$ cat src/rtl/harness_pkg.sv
// Shared state type and constants for the multi-hart test harness.
package harness_pkg;

   typedef enum logic [1:0] {
      RESET,
      RUN,
      DONE,
      TIMEOUT
   } harness_state_e;

   localparam int unsigned TOHOST_PASS         = 1;
   localparam logic [31:0] DEFAULT_TOHOST_ADDR = 32'h0000_0FFC;

endpackage

$ cat src/rtl/hart_monitor.sv
// Per-hart tohost snoop: first-report detection and pass/fail flag.
// With HARNESS_RETIRE_CNT_EN defined, also a saturating per-hart retire counter.
module hart_monitor
   import harness_pkg::*;
#(
   parameter int unsigned           ADDR_WIDTH  = 32,
   parameter int unsigned           DATA_WIDTH  = 32,
`ifdef HARNESS_RETIRE_CNT_EN
   parameter int unsigned           CNT_WIDTH   = 32,
`endif
   parameter logic [ADDR_WIDTH-1:0] TOHOST_ADDR = ADDR_WIDTH'(DEFAULT_TOHOST_ADDR)
) (
   input  logic                  clk_i,
   input  logic                  rst_i,
   input  logic                  run_i,
   input  logic                  st_valid_i,
   input  logic [ADDR_WIDTH-1:0] st_addr_i,
   input  logic [DATA_WIDTH-1:0] st_data_i,
`ifdef HARNESS_RETIRE_CNT_EN
   input  logic                  retire_i,
   output logic [CNT_WIDTH-1:0]  retire_cnt_o,
`endif
   output logic                  report_o,
   output logic                  new_fail_o,
   output logic                  finished_o,
   output logic                  fail_o
);

   logic finished_q, finished_d;
   logic fail_q, fail_d;

   always_comb begin
      report_o   = run_i && st_valid_i && (st_addr_i == TOHOST_ADDR) && !finished_q;
      new_fail_o = report_o && (st_data_i != DATA_WIDTH'(TOHOST_PASS));
      finished_d = finished_q | report_o;
      fail_d     = fail_q | new_fail_o;
   end

   always_ff @(posedge clk_i or posedge rst_i) begin
      if (rst_i) begin
         finished_q <= 1'b0;
         fail_q     <= 1'b0;
      end else begin
         finished_q <= finished_d;
         fail_q     <= fail_d;
      end
   end

   assign finished_o = finished_q;
   assign fail_o     = fail_q;

`ifdef HARNESS_RETIRE_CNT_EN
   logic [CNT_WIDTH-1:0] retire_cnt_q, retire_cnt_d;

   always_comb begin
      retire_cnt_d = retire_cnt_q;
      if (run_i && retire_i && !finished_q && !(&retire_cnt_q))
         retire_cnt_d = retire_cnt_q + CNT_WIDTH'(1);
   end

   always_ff @(posedge clk_i or posedge rst_i) begin
      if (rst_i) retire_cnt_q <= '0;
      else       retire_cnt_q <= retire_cnt_d;
   end

   assign retire_cnt_o = retire_cnt_q;
`endif

endmodule

$ cat src/rtl/multi_hart_harness.sv
// Harness controller: hart reset sequencing, tohost snooping, cycle count and verdict.
// Optional feature macro: HARNESS_RETIRE_CNT_EN (adds retire / retire_cnt ports).
module multi_hart_harness
   import harness_pkg::*;
#(
   parameter int unsigned           NUM_HARTS      = 1,
   parameter int unsigned           ADDR_WIDTH     = 32,
   parameter int unsigned           DATA_WIDTH     = 32,
   parameter int unsigned           CNT_WIDTH      = 32,
   parameter logic [ADDR_WIDTH-1:0] TOHOST_ADDR    = ADDR_WIDTH'(DEFAULT_TOHOST_ADDR),
   parameter int unsigned           RESET_CYCLES   = 4,
   parameter int unsigned           TIMEOUT_CYCLES = 100000
) (
   input  logic                             clk,
   input  logic                             rst,
   output logic [NUM_HARTS-1:0]             hart_rst_n,
   input  logic [NUM_HARTS-1:0]             st_valid,
   input  logic [NUM_HARTS*ADDR_WIDTH-1:0]  st_addr,
   input  logic [NUM_HARTS*DATA_WIDTH-1:0]  st_data,
`ifdef HARNESS_RETIRE_CNT_EN
   input  logic [NUM_HARTS-1:0]             retire,
   output logic [NUM_HARTS*CNT_WIDTH-1:0]   retire_cnt,
`endif
   output logic                             done,
   output logic                             pass,
   output logic                             timeout,
   output logic [NUM_HARTS-1:0]             fail_mask,
   output logic [DATA_WIDTH-1:0]            fail_code,
   output logic [CNT_WIDTH-1:0]             cycle_cnt
);

   localparam int unsigned          RC_W    = (RESET_CYCLES > 1) ? $clog2(RESET_CYCLES) : 1;
   localparam logic [RC_W-1:0]      RC_LOAD = RC_W'(RESET_CYCLES - 1);
   localparam logic [CNT_WIDTH-1:0] TO_LAST = CNT_WIDTH'(TIMEOUT_CYCLES - 1);
   localparam bit                   TO_EN   = (TIMEOUT_CYCLES != 0);

   harness_state_e        state_q, state_d;
   logic [RC_W-1:0]       rst_cnt_q, rst_cnt_d;
   logic [CNT_WIDTH-1:0]  cycle_cnt_q, cycle_cnt_d;
   logic [NUM_HARTS-1:0]  hart_rst_n_q, hart_rst_n_d;
   logic [DATA_WIDTH-1:0] fail_code_q, fail_code_d;

   logic                  run;
   logic [NUM_HARTS-1:0]  report, new_fail, finished, fail;
   logic [DATA_WIDTH-1:0] code_of [NUM_HARTS];
   logic                  found;

   assign run = (state_q == RUN);

   for (genvar g = 0; g < NUM_HARTS; g++) begin : g_hart
      hart_monitor #(
         .ADDR_WIDTH  (ADDR_WIDTH),
         .DATA_WIDTH  (DATA_WIDTH),
`ifdef HARNESS_RETIRE_CNT_EN
         .CNT_WIDTH   (CNT_WIDTH),
`endif
         .TOHOST_ADDR (TOHOST_ADDR)
      ) u_mon (
         .clk_i        (clk),
         .rst_i        (rst),
         .run_i        (run),
         .st_valid_i   (st_valid[g]),
         .st_addr_i    (st_addr[g*ADDR_WIDTH +: ADDR_WIDTH]),
         .st_data_i    (st_data[g*DATA_WIDTH +: DATA_WIDTH]),
`ifdef HARNESS_RETIRE_CNT_EN
         .retire_i     (retire[g]),
         .retire_cnt_o (retire_cnt[g*CNT_WIDTH +: CNT_WIDTH]),
`endif
         .report_o     (report[g]),
         .new_fail_o   (new_fail[g]),
         .finished_o   (finished[g]),
         .fail_o       (fail[g])
      );
      assign code_of[g] = st_data[g*DATA_WIDTH +: DATA_WIDTH] >> 1;
   end

   always_comb begin
      state_d     = state_q;
      rst_cnt_d   = rst_cnt_q;
      cycle_cnt_d = cycle_cnt_q;
      unique case (state_q)
         RESET: begin
            if (rst_cnt_q == '0) state_d = RUN;
            else                 rst_cnt_d = rst_cnt_q - RC_W'(1);
         end
         RUN: begin
            if (!(&cycle_cnt_q)) cycle_cnt_d = cycle_cnt_q + CNT_WIDTH'(1);
            // same-cycle reports count toward completion, and completion beats timeout
            if (&(finished | report))                   state_d = DONE;
            else if (TO_EN && (cycle_cnt_q == TO_LAST)) state_d = TIMEOUT;
         end
         default: ;
      endcase
      hart_rst_n_d = (state_d == RUN) ? ~(finished | report) : '0;
   end

   // Lowest failing index overall; only a newly failing hart can displace the code.
   always_comb begin
      fail_code_d = fail_code_q;
      found       = 1'b0;
      for (int unsigned i = 0; i < NUM_HARTS; i++) begin
         if (!found && (fail[i] || new_fail[i])) begin
            found = 1'b1;
            if (new_fail[i]) fail_code_d = code_of[i];
         end
      end
   end

   always_ff @(posedge clk or posedge rst) begin
      if (rst) begin
         state_q      <= RESET;
         rst_cnt_q    <= RC_LOAD;
         cycle_cnt_q  <= '0;
         hart_rst_n_q <= '0;
         fail_code_q  <= '0;
      end else begin
         state_q      <= state_d;
         rst_cnt_q    <= rst_cnt_d;
         cycle_cnt_q  <= cycle_cnt_d;
         hart_rst_n_q <= hart_rst_n_d;
         fail_code_q  <= fail_code_d;
      end
   end

   assign hart_rst_n = hart_rst_n_q;
   assign done       = (state_q == DONE) || (state_q == TIMEOUT);
   assign pass       = (state_q == DONE) && !(|fail);
   assign timeout    = (state_q == TIMEOUT);
   assign fail_mask  = fail;
   assign fail_code  = fail_code_q;
   assign cycle_cnt  = cycle_cnt_q;

endmodule

$ cat config.mk
export PLATFORM = sky130hd
export DESIGN_NAME = multi_hart_harness
export DESIGN_NICKNAME = d
export VERILOG_FILES = /design/src/rtl/harness_pkg.sv /design/src/rtl/hart_monitor.sv /design/src/rtl/multi_hart_harness.sv
export SDC_FILE = /design/constraint.sdc
export NUM_CORES = 1
export LEC_CHECK = 0
export ABC_AREA = 1
export BUFFER_PORTS_ARGS = -buffer_cell sky130_fd_sc_hd__buf_2
export CAP_MARGIN = 5
export CORE_MARGIN = 10
export CORE_UTILIZATION = 46
export CTS_CLUSTER_SIZE = 30
export DETAILED_ROUTE_END_ITERATION = 10
export PLACE_DENSITY = 0.83
export SLEW_MARGIN = 20
export SYNTH_ARGS = -nofsm -noshare
export SYNTH_HDL_FRONTEND = slang
export SYNTH_HIERARCHICAL = 1
export SYNTH_SLANG_ARGS = --single-unit
$ cat constraint.sdc
create_clock -name clk -period 6.3 [get_ports clk]
set_input_delay 0.63 -clock clk [delete_from_list [all_inputs] [get_ports clk]]
set_output_delay 0.63 -clock clk [all_outputs]
set_load 0.02 [all_outputs]
Yosys cells after proc, flatten, opt, wreduce, memory -nomap -nowiden --
Cells that the tools add are included.
Cells by class: equal/unequal tests 7, add/subtract/negate cells 2, muxes and demuxes 5, reductions and logical operators 15, bitwise operators 5
Operators by type and width (count):
- adder 32 x 1 -> 32 bit, second input constant | 1
- equality test 32 x 12 -> 1 bit, second input constant | 1
- equality test 32 x 17 -> 1 bit, second input constant | 1
- != test 32 x 1 -> 1 bit, second input constant | 1
- AND reduction 32 bit | 1
- two-way mux 2 bit | 3
- AND reduction 2 bit | 3
- logical AND 1 bit | 5
- equality test 2 x 1 -> 1 bit, second input constant | 2
- equality test 2 bit, second input constant | 2
- zero test 2 bit | 2
- one-hot mux 2 bit (2 select lines) | 1
- NOT 1 bit | 3
- zero test 1 bit | 2
- logical OR 1 bit | 2
- bitwise OR 1 bit | 2
- subtractor 2 x 1 -> 2 bit, second input constant | 1
- two-way mux 1 bit | 1
Storage, ports and cells: flip-flop bits (word level) 70, output and inout port bits 69, input port bits 67

Depth between registers and ports, before layout --
Gate-level depths: netlist of run 1.
depth in word-level cells 9, mapped depth 12, mapped depth without buffers 12

Cells and area by module --
Netlist of run 1, hierarchy kept.
By module, submodules not included:
- multi_hart_harness | area an instance 3784.9 µm², times used 1, cells an instance 453
- hart_monitor | area an instance 356.6 µm², times used 1, cells an instance 77

Worst setup path before layout of run 1 --
No wires, ideal clock.
path type input-to-reg, start input port st_addr[29], end register fail_code_q[0] (netlist: fail_code[0]), stages on the path 9, arrival 1.946 ns, path slack 4.229 ns, data required time 6.175 ns, setup time 0.125 ns, cells stage by stage nor2_1 nand2_1 nor2_1 nand3_1 nor2_2 nand3_2 inv_1 buf_1 mux2_2
On the way: longest elaborated chain between the ends 6
Ends and longest elaborated chain:
- start, declared | RTL line multi_hart_harness.sv:18 | input logic [NUM_HARTS*ADDR_WIDTH-1:0] st_addr,
- equality test 32 x 12 -> 1 bit * | RTL line hart_monitor.sv:33 | report_o = run_i && st_valid_i && (st_addr_i == TOHOST_ADDR) && !finished_q;
- logical AND 1 bit * (2 in series) | RTL line hart_monitor.sv:33
- logical AND 1 bit * | RTL line hart_monitor.sv:34 | new_fail_o = report_o && (st_data_i != DATA_WIDTH'(TOHOST_PASS));
- via new_fail | RTL line multi_hart_harness.sv:44 | logic [NUM_HARTS-1:0] report, new_fail, finished, fail;
- logical OR 1 bit | RTL line multi_hart_harness.sv:102 | if (!found && (fail[i] || new_fail[i])) begin
- AND reduction 2 bit (no line) *
- end signal, assigned | RTL line multi_hart_harness.sv:121 | fail_code_q <= fail_code_d;
- end, declared | RTL line multi_hart_harness.sv:41 | logic [DATA_WIDTH-1:0] fail_code_q, fail_code_d;
Mark *: on every way through the listed nets, which the timed path passes. The rest lies on a longest branch. A chain may end at the register's enable or synchronous reset.

Final worst setup path of run 1 --
start register state_q[0], end register fail_code_q[28] (netlist: fail_code[28])
On the way: longest elaborated chain between the ends 7
Ends and longest elaborated chain:
- start, declared | RTL line multi_hart_harness.sv:37 | harness_state_e state_q, state_d;
- start signal, assigned | RTL line multi_hart_harness.sv:117 | state_q <= state_d;
- equality test 2 x 1 -> 1 bit * | RTL line multi_hart_harness.sv:48 | assign run = (state_q == RUN);
- via run | RTL line multi_hart_harness.sv:43 | logic run;
- logical AND 1 bit * (3 in series) | RTL line hart_monitor.sv:33
- logical AND 1 bit * | RTL line hart_monitor.sv:34
- via new_fail | RTL line multi_hart_harness.sv:44
- logical OR 1 bit | RTL line multi_hart_harness.sv:102
- AND reduction 2 bit (no line) *
Marked as above.

==> run metrics, run 1 <==
Total Neg Setup Slack=0 ns; worst slew pin tran=approximately 0.71 ns; Row Count=34; fmax=approximately 430 MHz; worst hold margin=~0.15 ns; Ys Warns=6; Mapped Cells=530; RSZ-0062 raised after global routing=no; CTS Sinks=70; worst reg2reg path depth=9; Worst-path clk slew=roughly 0.08 ns; RR Endpoint=fail_code[28]; gpl congestion=0.9746; DP HPWL=roughly 9.7 mm; critical path startpoint=state_q[0]; Fin. Hold Viols=0; mapped cell area=between 4000 and 5000 um2; root buffer selected by CTS=clkbuf_8; I/O Buffers=roughly 130; startpoint types=flip-flop; total wire length=between 10 and 15 mm; status=completed; Post-synth EDFFs=0; Initial Utilization=approximately 47%; area of the die=between 10000 and 15000 um2; min Tclk post-route=between 2 and 2.5 ns; Mean Syn Cell Area=7.814 um2; H-tree depth=3; count of pins over their slew limit=0; share of post-route cells with drive strength above 1=approximately a third; nets@finish=around 740; antenna cell count=0; worst clock skew=about 0.0076 ns; detail-routed via count per cell=roughly 5; WS Path Type=flip-flop to flip-flop; Design Area, Final=between 5000 and 6000 um2; worst reg2reg setup slack=between 3 and 4 ns; CP Data Arrival Time=2.57 ns; post-route clock period utilization=37.03%; Wirelength per Cell=15.26 um; post_cts resized=0; I/O pin count=approximately 140; DP Cell Count=about 760; Place WS=around 3.5 ns; number of global-route vias before repair=4256; Vert. Die Dim=between 100 and 150 um; Finished Layout Cells=779; dominant cells by area after synthesis=dfrtp_1 (41%), nand2_1 (15%), nor2_1 (8.4%); max cap viols=0; Worst-Skew Late Latency=0.35 ns; CORE AREA=approximately 8800 um2; placed cell area=just under 5000 um2; # hold bufs at CTS=0; largest net degree at the start of global routing=47; relative slew slack=between 50% and 60%; Top FF cell, synth=dfrtp_1; Setup violations, final=0; Mapped Nets=599; most frequent cell after synthesis=nand2_1; Global Route Usage Sum=18.31%; global route total overflow=0; Netlist cell types=31; CTS tree=done; HP Class=input port to async pin; setup slack after layout=approximately 4.0 ns; DR pass1 iterations=4; DR vias=between 3000 and 4000; ANT nets after route=0; CP Capture Type=flip-flop; first-pass GRT wire length=19.59 mm; FFs w/ async S/R, synth=100.0%; drc violations=0; Critical Path RT=around 6.5 ns; Max IR drop VDD=0.1833 mV; leakage=2.750 nW; Max clock buf depth=2; worst r2r src=state_q[0]; most frequent cells after synthesis=nand2_1 (169), nor2_1 (93), dfrtp_1 (68); crit-path max FO=31; top cell type's share of synthesized area=41.09%; antenna violations before repair=0; Setup Buffers After CTS=0; Iteration-0 DRC Markers=119; total CTS buffers=9; P per Cell Area=around 180 nW/um2; worst setup path end=fail_code[28]; top cell type by total area after synthesis=dfrtp_1; DIE WIDTH=around 110 um; register bit total from synthesis=70; Seq/Total Area, Yosys=approximately 42%; synthesis-to-layout area growth=23.38%
[how the worst min path moves through the flow]
stage,start,to
floorplan,rst,g_hart[0].u_mon/fail_o
global placement,rst_cnt_q[1],rst_cnt_q[1]
detailed placement,rst_cnt_q[1],rst_cnt_q[1]
CTS,rst,g_hart[0].u_mon/finished_o
global route,rst,g_hart[0].u_mon/finished_o
finish,rst,g_hart[0].u_mon/finished_o
[through the flow]
stage | util, % | total power [mW]
finish | 58.31 | 0.9085
global route | 58.31 | 0.9431
CTS | 58.31 | 0.9187
detailed placement | 55.68 | 0.4991
global placement | 55.68 | 0.4978
floorplan | - | 0.4719
[layout make-up]
| cell class | instances | area, um2 |
|---|---|---|
| timing repair buffer | 135 | 678.2 |
| sequential | 70 | 1754 |
| tap | 108 | 135.1 |
| clock buffer | 10 | 137.6 |
| multi-input combinational | 399 | 2121 |
| inverter | 51 | 191.4 |
| fill | 802 | 3654 |
| clock inverter | 6 | 92.59 |
[per-layer routing]
layer  global-route usage [%]  vias up  wire (um)
li1                         -     1916          -
met1                    18.36     1787       4347
met2                    31.42      161       5699
met3                    9.896       25       1499
met4                    6.766        0        344
met5                        0        -          0
[power breakdown]
| group | switching (mW) | internal, mW | total (mW) |
|---|---|---|---|
| Clock | 0.183 | 0.236 | 0.419 |
| Combinational | 0.0224 | 0.0182 | 0.0406 |
| Sequential | 0 | 0.449 | 0.449 |
| Total | 0.205 | 0.703 | 0.909 |
[cells by family after synthesis]
| kind of cell | synth area share (%) |
|---|---|
| mux | 8.429 |
| compound gates | 5.619 |
| fa+ha+maj | 0.6041 |
| xor+xnor | 3.384 |
| simple gates | 33.08 |
| flops | 42.36 |
| buf+inv | 6.435 |
| other cells | 0.09055 |
[placed cells by master (no fill, tap or decap), types with 2 or more instances in the layout]
master | Yosys | layout
inv_1 | 50 | 48
o21ai_1 | 3 | 3
buf_2 | 0 | 134
dfstp_2 | 2 | 2
xor2_1 | 12 | 12
nand2_2 | 17 | 17
clkinvlp_4 | 0 | 2
o21ai_0 | 4 | 4
nand2_1 | 169 | 169
nand3_1 | 21 | 21
inv_2 | 1 | 3
nor2_1 | 93 | 93
dfrtp_1 | 68 | 68
and2_1 | 3 | 3
nor2_4 | 3 | 3
xnor2_1 | 4 | 4
mux2_2 | 31 | 31
clkbuf_8 | 0 | 10
bufinv_16 | 0 | 2
nand2_4 | 4 | 4
inv_6 | 0 | 2
nand3_2 | 2 | 2
ha_1 | 2 | 2
o21ai_2 | 21 | 21
nand4_1 | 3 | 3
[worst max-delay path, cell delays in order, from the launching register on]
cell and delay (ns):
dfrtp_1 0.38, inv_1 0.12, nor2_4 0.23, nand2_1 0.09, nor2_1 0.11, nand3_1 0.13
nor2_2 0.15, nand3_2 0.10, inv_2 0.48, mux2_2 0.41
[registers in the layout (all words and copies together), names as in the netlist]
signal	cells
cycle_cnt	32
fail_code	31
g_hart.u_mon/fail_o	1
g_hart.u_mon/finished_o	1
hart_rst_n	1
rst_cnt_q	2
state_q	2
No activity file was read; power rests on OpenSTA's default activity.
==> run 2, diff against run 1 <==
Settings changed: ABC_AREA 1 to 0, CORE_UTILIZATION 46 to 43, PLACE_DENSITY 0.83 to 0.85.
Clock period 6.3 ns to 2 ns, I/O delays scaled along.
==> run metrics, run 2 <==
Mapped Nets=350 (-42%); max cap viols=0 (unchanged); Mapped Cells=281 (-47%); Max IR drop VDD=0.4210 mV (+130%); Wirelength per Cell=17.46 um (+14%); DR pass1 iterations=4 (unchanged); Multi-input gate area=1489 um2 (-30%); CP Data Arrival Time=2.19 ns (-0.38 ns); startpoint types=input port; ANT nets after route=0 (unchanged); relative slew slack=64.00% (+11 points); fillers=595 (-26%); crit-path max FO=31 (unchanged); antenna violations before repair=0 (unchanged); gpl congestion=0.8829 (-9.4%); Ys Warns=6 (unchanged); worst reg2reg path depth=9 (unchanged); I/O pin count=136 (unchanged); Vert. Die Dim=107.4 um (-6.5%); leakage=2.348 nW (-15%); fmax=511.0 MHz; Worst-path clk slew=0.08 ns (about the same); P per Cell Area=651.1 nW/um2 (+270%); global route total overflow=0 (unchanged); total CTS buffers=9 (unchanged); CTS Sinks=70 (unchanged); worst hold margin=0.09466 ns (-0.05297 ns); Fin. Hold Viols=0 (unchanged); Seq/Total Area, Yosys=53.45% (+11 points); top cell type by total area after synthesis=dfrtp_1; dominant cells by area after synthesis=dfrtp_1 (52%), mux2_2 (11%), xnor2_1 (6.9%); most frequent cell after synthesis=dfrtp_1; count of pins over their slew limit=0 (unchanged); CTS tree=done; worst hold path cell count=2; worst r2r src=state_q[1]; Max clock buf depth=2 (unchanged); DR vias=2879 (-26%); first-pass GRT wire length=15.57 mm (-21%); HP Class=input port to flip-flop; HP Start=st_data[29]; total wire length=9.534 mm (-20%); worst slew pin tran=0.5367 ns (-0.1694 ns); min Tclk post-route=a little under 2 ns; Initial Utilization=44.77% (-2.5 points); CP Capture Type=flip-flop; Post-synth EDFFs=0 (unchanged); Netlist cell types=40 (+29%); RSZ-0062 raised after global routing=yes; DP Cell Count=528 (-31%); status=completed; largest net degree at the start of global routing=38 (-19%); post-route clock period utilization=between 90% and 100%; mapped cell area=3282 um2 (-21%); number of global-route vias before repair=3053 (-28%); RR Endpoint=fail_code[1]; drc violations=0 (unchanged); antenna cell count=0 (unchanged); register area=1754 um2 (unchanged); top cell type's share of synthesized area=51.85% (+11 points); H-tree depth=3 (unchanged); Finished Layout Cells=546 (-30%); Global Route Usage Sum=17.00% (-1.3 points); Design Area, Final=4514 um2 (-12%); detail-routed via count per cell=5.273 (+5.6%); Worst-Skew Late Latency=0.35 ns (about the same); most common cell after layout, fill and taps aside=buf_2; I/O Buffers=134 (unchanged); synthesis-to-layout area growth=37.55%; Critical Path RT=2.23 ns (-4.31 ns); Hold EP=fail_code[28]; WS Path Type=input port to flip-flop; Top FF cell, synth=dfrtp_1; CORE AREA=7331 um2 (-16%); placed cell area=4232 um2 (-13%); area of the die=11530 um2 (-13%); root buffer selected by CTS=clkbuf_8; nets@finish=511 (-30%); DP HPWL=7.843 mm (-19%); Util after Layout=61.58% (+3.3 points); FFs w/ async S/R, synth=100.0% (unchanged); register bit total from synthesis=70 (unchanged); worst reg2reg setup slack=0.04 ns (-3.92 ns); most frequent cells after synthesis=dfrtp_1 (68), mux2_2 (33), xnor2_1 (26); DIE WIDTH=107.4 um (-6.5%); Row Count=31 (-8.8%); Iteration-0 DRC Markers=108 (-9.2%); Setup violations, final=0 (unchanged); most frequent cells in the layout=buf_2 (134), dfrtp_1 (68), mux2_2 (33); share of post-route cells with drive strength above 1=49.44% (+14 points); max reg flops=32 (unchanged); worst clock skew=0.01407 ns (+0.006522 ns); Mean Syn Cell Area=11.68 um2 (+49%)
## run 2: power breakdown
group	internal [mW]	leakage (nW)	switching, mW	total, mW
registers	1.41	0.955	0	1.41
logic	0.0571	1.27	0.0600	0.117
clock network	0.860	0.126	0.548	1.41
## run 2: critical path, cell delays in order
cell	delay, ns
buf_2	0.09
or4_1	0.52
nor4_1	0.31
buf_4	0.17
nand3_1	0.12
nor3_4	0.18
buf_12	0.23
mux2_2	0.36
## run 2: repair_timing
action                                 CTS  global route
hold buffers                             1             0
pin swaps                                0             1
setup endpoints to repair                7            37
resized for setup                        0             6
buffers inserted                         0             1
endpoints found under the hold margin   15             0
## run 2: how the worst max path moves through the flow
stage                           start             to  slack [ns]  cells past startpoint
after floorplan           st_addr[15]   fail_code[0]       -0.02                      6
after global placement    st_addr[21]  fail_code[16]       -0.22                      8
after detailed placement  st_addr[21]  fail_code[12]       -0.37                      8
after CTS                  state_q[1]  fail_code[12]       -0.01                      9
after global routing       state_q[1]  fail_code[14]       -0.18                      9
final                     st_addr[21]   fail_code[1]        0.04                      8
## run 2: layout make-up
class | count | share of cell area [%]
clock buffers | 10 | 3.049
clock inverters | 6 | 2.411
inverters | 9 | 0.7483
multi-input cells | 196 | 32.98
flip-flops and latches | 70 | 38.86
well taps | 99 | 2.744
repair buffers | 156 | 19.21
## run 2: routing by layer
| metal | track usage (%) | wire length, um |
|---|---|---|
| met5 | 0 | 0 |
| met4 | 7.824 | 221 |
| met3 | 4.491 | 521 |
| met2 | 28.10 | 4834 |
| met1 | 20.24 | 3957 |
## run 2: cell families after synthesis
kind of cell	count (synthesis)	share of synthesized area [%]
other	1	0.1143
buffers and inverters	15	2.059
XOR/XNOR	29	7.739
AO/OA/AOI/OAI	14	3.355
AND/OR/NAND/NOR	117	21.20
multiplexers	33	11.32
adder cells (fa/ha/maj)	2	0.7624
flip-flops	70	53.45
## run 2: through the flow
stage	power, mW	worst slack, ns	setup TNS (ns)
after global placement	1.554	-0.2213	-6.819
after floorplan	1.473	-0.02024	-0.6073
after CTS	2.965	-0.01113	-0.02849
after detailed placement	1.559	-0.3696	-11.10
final	2.939	0.04318	0
after global routing	3.040	-0.1769	-4.864
==> run 3, diff against run 2 <==
Settings changed: REMOVE_ABC_BUFFERS set to 1.
==> run metrics, run 3 (synthesis gave the netlist of run 2 again) <==
HP Class=input port to flip-flop; fillers=557 (-6.4%); min Tclk post-route=2.098 ns (+0.1414 ns); Row Count=31 (unchanged); nets@finish=525 (+2.7%); Setup violations, final=34 (+34); leakage=2.449 nW (+4.3%); DIE WIDTH=107.4 um (unchanged); antenna cell count=0 (unchanged); number of global-route vias before repair=3098 (+1.5%); most frequent cells in the layout=buf_2 (134), dfrtp_1 (68), xnor2_1 (26), buf_4 (26), mux2_4 (24); detail-routed via count per cell=5.396 (+2.3%); worst r2r src=state_q[1]; worst clock skew=0.01321 ns (-0.0008593 ns); P per Cell Area=565.4 nW/um2 (-13%); DR vias=3022 (+5.0%); share of post-route cells with drive strength above 1=51.41% (+2.0 points); antenna violations before repair=0 (unchanged); Fin. Hold Viols=0 (unchanged); Worst-path clk slew=0.08 ns (about the same); area of the die=11530 um2 (unchanged); Vert. Die Dim=107.4 um (unchanged); synthesis-to-layout area growth=45.25%; status=complete, but fails checks; H-tree depth=3 (unchanged); total wire length=10.55 mm (+11%); I/O Buffers=134 (unchanged); CP Capture Type=flip-flop; CP max-delay cell=dfrtp_1; drc violations=0 (unchanged); count of pins over their slew limit=0 (unchanged); CTS Sinks=70 (unchanged); DR pass1 iterations=4 (unchanged); gpl congestion=0.8908 (+0.89%); Critical Path RT=2.23 ns (about the same); CTS tree=done; WS Path Type=flip-flop to flip-flop; fmax=476.6 MHz (-6.7%); max reg flops=32 (unchanged); Initial Utilization=44.77% (unchanged); Design Area, Final=4767 um2 (+5.6%); placed cell area=4210 um2 (-0.50%); Iteration-0 DRC Markers=195 (+81%); worst slew pin tran=0.5378 ns (+0.001109 ns); global route total overflow=0 (unchanged); post-route clock period utilization=104.9% (+7.1 points); setup slack after layout=-0.09824 ns (-0.1414 ns); CP Data Arrival Time=2.33 ns (+0.14 ns); relative slew slack=63.87% (-0.13 points); total CTS buffers=9 (unchanged); RSZ-0062 raised after global routing=yes; Wirelength per Cell=18.84 um (+7.9%); startpoint types=flip-flop; crit-path max FO=8 (-74%); Worst-Skew Late Latency=0.34 ns (about the same); Global Route Usage Sum=17.13% (+0.13 points); crit-path cells=inv_2 > nand2_2 > inv_2 > nand4b_1 > nor4_1 > nand3_1 > nor3_4 > buf_6 > clkbuf_16 > mux2_2; Crit path top cell by count=inv_2; Design Power=2.695 mW (-8.3%); root buffer selected by CTS=clkbuf_8; critical path startpoint=state_q[1]; first-pass GRT wire length=15.59 mm (+0.18%); CORE AREA=7331 um2 (unchanged); DP HPWL=7.676 mm (-2.1%); Total Neg Setup Slack=-2.461 ns (-2.461 ns); ANT nets after route=0 (unchanged); Max clock buf depth=2 (unchanged); HP Start=st_data[24]; failing checks=negative setup slack; Max IR drop VDD=0.3138 mV (-25%); CP max stage delay=0.40 ns (-0.12 ns); most common cell after layout, fill and taps aside=buf_2; largest net degree at the start of global routing=38 (unchanged); max cap viols=0 (unchanged); I/O pin count=136 (unchanged)
## run 3: changes by cell type in the layout (fill, tap and decap cells not counted), moves of 3 or more
cell / change
nor3_1: -3
mux2_4: +24
buf_4: +8
mux2_2: -24
buf_6: +3
## run 3: cell type report
type	count	area (um2)	share of cell area, %
sequential	70	1754	36.80
clock buffer	13	158.9	3.333
inverter	9	33.78	0.7087
tap	99	123.9	2.598
timing repair buffer	170	1041	21.84
clock inverter	3	42.54	0.8924
multi-input combinational	196	1613	33.83
## run 3: routing by layer
layer / GRT usage (%) / vias up / part of all wire, %
li1: - / 1382 / -
met3: 4.611 / 28 / 6.6
met4: 6.775 / 0 / 2.5
met1: 19.33 / 1476 / 39
met5: 0 / - / 0
met2: 30.02 / 136 / 52
## run 3: through the flow
| stage | worst slack [ns] | util (%) | cells | hold WS, ns |
|---|---|---|---|---|
| 2_1_floorplan | -2.115 | - | 275 | -0.05882 |
| 3_3_place_gp | -0.2913 | 57.43 | 528 | 0.06691 |
| 3_5_place_dp | -0.3404 | 57.43 | 528 | 0.07638 |
| 4_1_cts | -0.06400 | 63.27 | 557 | 0.08700 |
| 5_1_grt | -0.1969 | 65.03 | 560 | 0.08052 |
| 6_report | -0.09824 | 65.03 | 560 | 0.09817 |
## run 3: worst max-delay path, delay by kind of cell, from the launching register on
family                 cells  cell delay, ns
and+or+nand+nor            5            0.81
muxes                      1            0.33
buffers and inverters      4            0.43
DFF                        1            0.40
## run 3: what timing repair did
action                                 4_1_cts  5_1_grt
setup endpoints to repair                   33       39
gates resized for setup                     23       20
hold buffers                                 1        0
endpoints found under the hold margin       68        0
gates cloned                                 2        1
pin swaps                                    2        6
setup buffers                               10        2
## run 3: where the power goes
part           total, mW  switching (mW)  internal (mW)  leakage [nW]
clock network       1.16           0.516          0.644        0.0996
registers           1.41               0           1.41         0.955
logic              0.120          0.0651         0.0554          1.39
total               2.70           0.581           2.11          2.45
## run 3: path summary, 6_finish.rpt
| kind | endpoint | slack [ns] | cells past startpoint |
|---|---|---|---|
| worst max-delay path | fail_code[6] | -0.1 | 10 |
| worst min-delay path | fail_code[23] | 0.1 | 2 |
| worst max register to register | fail_code[6] | -0.1 | 10 |
| worst min register to register | fail_code[28] | 0.51 | 1 |
| max in group asynchronous | rst_cnt_q[0] | 1.07 | 4 |
| min in group asynchronous | g_hart[0].u_mon/fail_o | 0.32 | 3 |
